## src/rtl/turret_cmd_sequencer.sv

```systemverilog
// turret_cmd_sequencer: keycode -> rotate steps, angle index, fire handshake.
// Optional build macro TURRET_AUTOFIRE_EN: re-fire while fire key is held.
module turret_cmd_sequencer #(
   parameter logic [7:0] KEY_CCW      = 8'h52,
   parameter logic [7:0] KEY_CW       = 8'h51,
   parameter logic [7:0] KEY_FIRE     = 8'h2C,
   parameter int         MAX_IDX      = 8,
   parameter int         RESET_IDX    = 4,
   parameter int         REPEAT_DELAY = 20,
   parameter int         REPEAT_RATE  = 6,
   parameter int         COOLDOWN     = 30
) (
   input  logic       Clk,
   input  logic       Reset,
   input  logic       frame_tick,
   input  logic [7:0] keycode,
   output logic [3:0] angle_idx,
   output logic       step_ccw,
   output logic       step_cw,
   output logic       fire_req,
   input  logic       fire_ack,
   output logic       fire_ready
);

   localparam logic [3:0] L_MAX  = 4'(MAX_IDX);
   localparam logic [3:0] L_RST  = 4'(RESET_IDX);
   localparam logic [7:0] L_DLY  = 8'(REPEAT_DELAY);
   localparam logic [7:0] L_RATE = 8'(REPEAT_RATE);
   localparam logic [7:0] L_COOL = 8'(COOLDOWN);

   typedef enum logic [1:0] {D_NONE, D_CCW, D_CW} dir_t;
   typedef enum logic [1:0] {R_IDLE, R_DELAY, R_REPEAT} rot_st_t;
   typedef enum logic [1:0] {F_READY, F_REQ, F_COOL} fire_st_t;

   dir_t      r_rot_dir;
   logic      r_fire_key;
   rot_st_t   r_rot_st;
   logic [7:0] r_rot_cnt;
   logic [3:0] r_idx;
   logic      r_step_ccw;
   logic      r_step_cw;
   fire_st_t  r_fire_st;
   logic [7:0] r_fire_cnt;

   dir_t      w_dir;
   logic      w_fire;
   logic      w_rot_chg;
   logic      w_fire_edge;
   rot_st_t   w_rot_nx;
   logic [7:0] w_rot_cnt_nx;
   dir_t      w_step_dir;
   logic      w_do_ccw;
   logic      w_do_cw;
   logic [3:0] w_idx_nx;
   fire_st_t  w_fire_nx;
   logic [7:0] w_fire_cnt_nx;

   // Decode the held keycode into a single rotate direction
   always_comb begin
      w_dir = D_NONE;
      unique case (1'b1)
         (keycode == KEY_CCW): w_dir = D_CCW;
         (keycode == KEY_CW):  w_dir = D_CW;
         default:              w_dir = D_NONE;
      endcase
   end

   assign w_fire      = (keycode == KEY_FIRE);
   assign w_rot_chg   = (w_dir != r_rot_dir);
   assign w_fire_edge = w_fire & ~r_fire_key;

   // Rotate FSM next state; a key change overrides a same-cycle tick
   always_comb begin
      w_rot_nx     = r_rot_st;
      w_rot_cnt_nx = r_rot_cnt;
      w_step_dir   = D_NONE;
      unique case (r_rot_st)
         R_IDLE: begin
            if (w_rot_chg && (w_dir != D_NONE)) begin
               w_step_dir   = w_dir;
               w_rot_cnt_nx = L_DLY;
               w_rot_nx     = R_DELAY;
            end
         end
         R_DELAY, R_REPEAT: begin
            if (w_rot_chg) begin
               if (w_dir == D_NONE) begin
                  w_rot_nx = R_IDLE;
               end else begin
                  w_step_dir   = w_dir;
                  w_rot_cnt_nx = L_DLY;
                  w_rot_nx     = R_DELAY;
               end
            end else if (frame_tick) begin
               if (r_rot_cnt <= 8'd1) begin
                  w_step_dir   = r_rot_dir;
                  w_rot_cnt_nx = L_RATE;
                  w_rot_nx     = R_REPEAT;
               end else begin
                  w_rot_cnt_nx = r_rot_cnt - 8'd1;
               end
            end
         end
         default: w_rot_nx = R_IDLE;
      endcase
   end

   // Saturating index update; a blocked step produces no pulse
   always_comb begin
      w_do_ccw = (w_step_dir == D_CCW) && (r_idx != 4'd0);
      w_do_cw  = (w_step_dir == D_CW) && (r_idx != L_MAX);
      w_idx_nx = r_idx;
      if (w_do_ccw) begin
         w_idx_nx = r_idx - 4'd1;
      end else if (w_do_cw) begin
         w_idx_nx = r_idx + 4'd1;
      end
   end

   // Fire FSM next state; cooldown counts frames after the ack
   always_comb begin
      w_fire_nx     = r_fire_st;
      w_fire_cnt_nx = r_fire_cnt;
      unique case (r_fire_st)
         F_READY: begin
            if (w_fire_edge) begin
               w_fire_nx = F_REQ;
            end
         end
         F_REQ: begin
            if (fire_ack) begin
               w_fire_cnt_nx = L_COOL;
               w_fire_nx     = F_COOL;
            end
         end
         F_COOL: begin
            if (frame_tick && (w_fire == r_fire_key)) begin
               if (r_fire_cnt <= 8'd1) begin
                  w_fire_cnt_nx = 8'd0;
`ifdef TURRET_AUTOFIRE_EN
                  w_fire_nx = w_fire ? F_REQ : F_READY;
`else
                  w_fire_nx = F_READY;
`endif
               end else begin
                  w_fire_cnt_nx = r_fire_cnt - 8'd1;
               end
            end
         end
         default: w_fire_nx = F_READY;
      endcase
   end

   // State, counters, index and registered step pulses
   always_ff @(posedge Clk or negedge Reset) begin
      if (!Reset) begin
         r_rot_dir  <= D_NONE;
         r_fire_key <= 1'b0;
         r_rot_st   <= R_IDLE;
         r_rot_cnt  <= 8'd0;
         r_idx      <= L_RST;
         r_step_ccw <= 1'b0;
         r_step_cw  <= 1'b0;
         r_fire_st  <= F_READY;
         r_fire_cnt <= 8'd0;
      end else begin
         r_rot_dir  <= w_dir;
         r_fire_key <= w_fire;
         r_rot_st   <= w_rot_nx;
         r_rot_cnt  <= w_rot_cnt_nx;
         r_idx      <= w_idx_nx;
         r_step_ccw <= w_do_ccw;
         r_step_cw  <= w_do_cw;
         r_fire_st  <= w_fire_nx;
         r_fire_cnt <= w_fire_cnt_nx;
      end
   end

   assign angle_idx  = r_idx;
   assign step_ccw   = r_step_ccw;
   assign step_cw    = r_step_cw;
   assign fire_req   = (r_fire_st == F_REQ);
   assign fire_ready = (r_fire_st == F_READY);

endmodule

```

## config.mk

```make
export PLATFORM = sky130hd
export DESIGN_NAME = turret_cmd_sequencer
export DESIGN_NICKNAME = d
export VERILOG_FILES = /design/src/rtl/turret_cmd_sequencer.sv
export SDC_FILE = /design/constraint.sdc
export NUM_CORES = 1
export LEC_CHECK = 0
export ABC_AREA = 1
export BUFFER_PORTS_ARGS = -buffer_cell sky130_fd_sc_hd__buf_2
export CORE_MARGIN = 3
export CORE_UTILIZATION = 50
export CTS_CLUSTER_DIAMETER = 50
export DETAILED_ROUTE_END_ITERATION = 16
export HOLD_SLACK_MARGIN = 0.15
export PLACE_DENSITY = 0.72
export SYNTH_ARGS = -nofsm -noshare
export SYNTH_HDL_FRONTEND = slang
export SYNTH_SLANG_ARGS = --single-unit
export TNS_END_PERCENT = 100
```

## constraint.sdc

```tcl
create_clock -name Clk -period 2.3 [get_ports Clk]
set_input_delay 0.23 -clock Clk [delete_from_list [all_inputs] [get_ports Clk]]
set_output_delay 0.23 -clock Clk [all_outputs]
set_load 0.01 [all_outputs]
```

==> run metrics <==
vias in the first global route=1722; crit end category=flop; WL per Instance=12.4 microns; antenna-violating nets left=0; P_int=0.930 mW; GRT Total Usage=0.214; CP peak stage delay=420 ps; Post-Syn Area=1940 sq um; diodes inserted=0; max-cap violations=0; Post-DP HPWL=2840 microns; Cell Rows=21; Core Region=3520 sq um; DRT Wirelength=4270 microns; vias=1734; fmax=427 MHz; Die H=68.2 microns; final setup TNS=-40.2 ps; post-synthesis mux area share=0; Critical Path Fanout Max=3; violated checks=negative setup slack; FF+latch area=727 sq um; Reg power frac=0.451; gpl congestion=0.810; WS Path Type=reg2reg; Hold Path Class=in2reg; worst skew pair latency=290 ps; PnR Total Power=1.43 mW; EDFF count, synth=0; NetSw=0.497 mW; clock tree from TritonCTS=yes; remaining routing DRC violations=0; ys flop type=dfrtp_1; worst-margin pin slew=662 ps; first-pass detailed-route iteration total=4; Synth top area share=0.362; total of warnings raised by yosys=0; Clock Skew=7.29 ps; simple-gate area share of the yosys netlist=0.277; first-pass GRT wire length=7340 microns; Inst Count DP=329; Max-Slew Margin vs Limit=0.559; Clock Power Share=0.294; synth unique cells=34; CP max-delay cell=dfrtp_1; Final Hold Fails=0; 1st-iter DRT viols=134; sw frac=0.348; fin crit period=2340 ps; worst-path cell chain=inv_2, ha_4, nor2_1, nor2_1, nand3_1, nor2_1, nand4_1, nand2_2, nor2_4, nand2_2, inv_4, ha_4, a21oi_2, nand2_2, nand3_2, nand2_2, nand2_1, nand2_1, nand2_1, inv_1; Lkg Pwr=1.22 nW; Syn Nets=272; # fillers=302; initial antenna violation count=0; Worst Path Arrival=2530 ps; synth cell count leaders=inv_1, nand2_1, dfrtp_1, nor2_1, nand3_1; register area share after synthesis=0.376; fin crit share=1.02; number of synthesized register bits=29; clock transition at the registers of the reported paths=70 ps; DP Area=2190 sq um; Initial Util=0.550; Comb pwr share=0.255; peak supply drop=0.395 mV; clk root buf=clkbuf_8; status=finished with violations; power density over cell area=581 nW/um^2; Synth Area in Adders=0.0685; Synth area leader=dfrtp_1; element type at the critical path start=flop; Mean Syn Cell Area=7.74 sq um; largest family of logic cells by synthesized area=simple AND/OR/NAND/NOR gates; RSZ-0062 raised after global routing=true; multi-input combinational cell area=1110 sq um; clock sink count=29; fraction of final layout cells with drive strength greater than 1=0.328; WP data required=2490 ps; count leader, synth=inv_1; Synth area leaders=dfrtp_1, inv_1, nand2_1; Ports=20; final instance area=2460 sq um; DIE AREA=4650 sq um; CP dominant cell by count=nand2_2; Max Buffers Root-to-Sink=2; Post-Synthesis Cells=250; area grow syn2layout=26.9%; hold slack final=183 ps; die width=68.2 microns; asr flop ratio synth=1.00; number of buffers inserted by port buffering=19; post-synthesis xor/xnor area fraction=0.0498; largest net degree at the start of global routing=30; Nets=320; number of CTS-inserted buffers=5; H-tree Lvls=2; setup violators final=1; Layout Cells excl Fill=345; post-route setup slack=-40.2 ps; total gr overflow=0; pins over their slew limit=0; Compound-Gate Fraction of Synth Area=0.114; via/cell ratio=5.03
[flip-flops by register name, indices dropped and copies added, names as in the netlist]
name	count
r_fire_cnt	8
r_rot_cnt	8
angle_idx	4
r_fire_st	2
r_rot_dir	2
r_rot_st	2
r_fire_key	1
step_ccw	1
step_cw	1
[final cells by class]
| class | count | share of cell area |
|---|---|---|
| timing repair buffer | 43 | 0.115 |
| clock buffer | 5 | 0.0280 |
| sequential | 29 | 0.296 |
| multi-input combinational | 168 | 0.450 |
| clock inverter | 3 | 0.00713 |
| inverter | 51 | 0.0805 |
| tap | 46 | 0.0234 |
[cells by family after synthesis]
| family | Yosys count |
|---|---|
| DFF | 29 |
| buffers and inverters | 53 |
| and+or+nand+nor | 112 |
| adders and majority gates | 10 |
| AOI/OAI and AO/OA | 35 |
| xor gates and xnor gates | 11 |
[power by group through the flow]
stage / Clock, mW / Combinational, mW / Sequential [mW]
5_1_grt: 0.451 / 0.427 / 0.655
4_1_cts: 0.427 / 0.358 / 0.643
2_1_floorplan: 0 / 0.275 / 0.634
3_3_place_gp: 0 / 0.342 / 0.649
6_report: 0.420 / 0.363 / 0.644
3_5_place_dp: 0 / 0.349 / 0.650
[through the flow]
stage / util / worst slack, ps
CTS: 0.665 / 21.7
floorplan: - / 15.4
global route: 0.698 / -194
detailed placement: 0.623 / -33.5
finish: 0.698 / -40.2
global placement: 0.623 / 33.6
[placed cells by master (no fill, tap or decap), types with 3 or more instances in the layout]
cell type	instances
inv_2	6
a21oi_1	11
nand2_1	36
inv_1	42
xor2_1	11
clkbuf_8	5
nand3_1	16
nor2_4	3
o21ai_0	8
buf_4	22
nor3_1	10
clkinv_2	3
ha_4	5
nand2_4	4
buf_2	19
o21ai_2	10
ha_1	4
nand3_2	5
nand2_2	6
dfrtp_1	28
nor2_1	23
[what timing repair did]
| action | CTS | global route |
|---|---|---|
| endpoints found under the setup margin | 1 | 4 |
| pin swaps | 1 | 17 |
| buffers inserted | 5 | 4 |
| hold buffers | 1 | 0 |
| endpoints found under the hold margin | 28 | 0 |
| gates resized for setup | 3 | 21 |
[worst max-delay path, delay by kind of cell (launching register included)]
family,cells,cell delay [ps]
AO/OA/AOI/OAI,1,160
flip-flops,1,420
AND/OR/NAND/NOR,14,1100
adder cells (fa/ha/maj),2,370
buffers and inverters,3,180
[per-layer routing]
metal,GRT usage,part of all wire,vias up
li1,-,-,891
met1,0.266,0.45,793
met2,0.363,0.49,39
met3,0.0443,0.041,11
met4,0.0819,0.021,0
met5,0,0,-
[worst paths after layout]
| kind | end | from | slack (ps) | cells after the start |
|---|---|---|---|---|
| setup / recovery | angle_idx[3] | r_rot_cnt[0] | -40 | 20 |
| hold / removal | r_fire_st[0] | fire_ack | 180 | 2 |
| setup reg to reg | angle_idx[3] | r_rot_cnt[0] | -40 | 20 |
| hold reg to reg | r_fire_cnt[0] | r_fire_cnt[0] | 530 | 1 |
| max in group asynchronous | step_ccw | Reset | 1360 | 2 |
| min in group asynchronous | r_rot_cnt[0] | Reset | 500 | 2 |
Note: power is estimated with default switching activity, not from simulation.
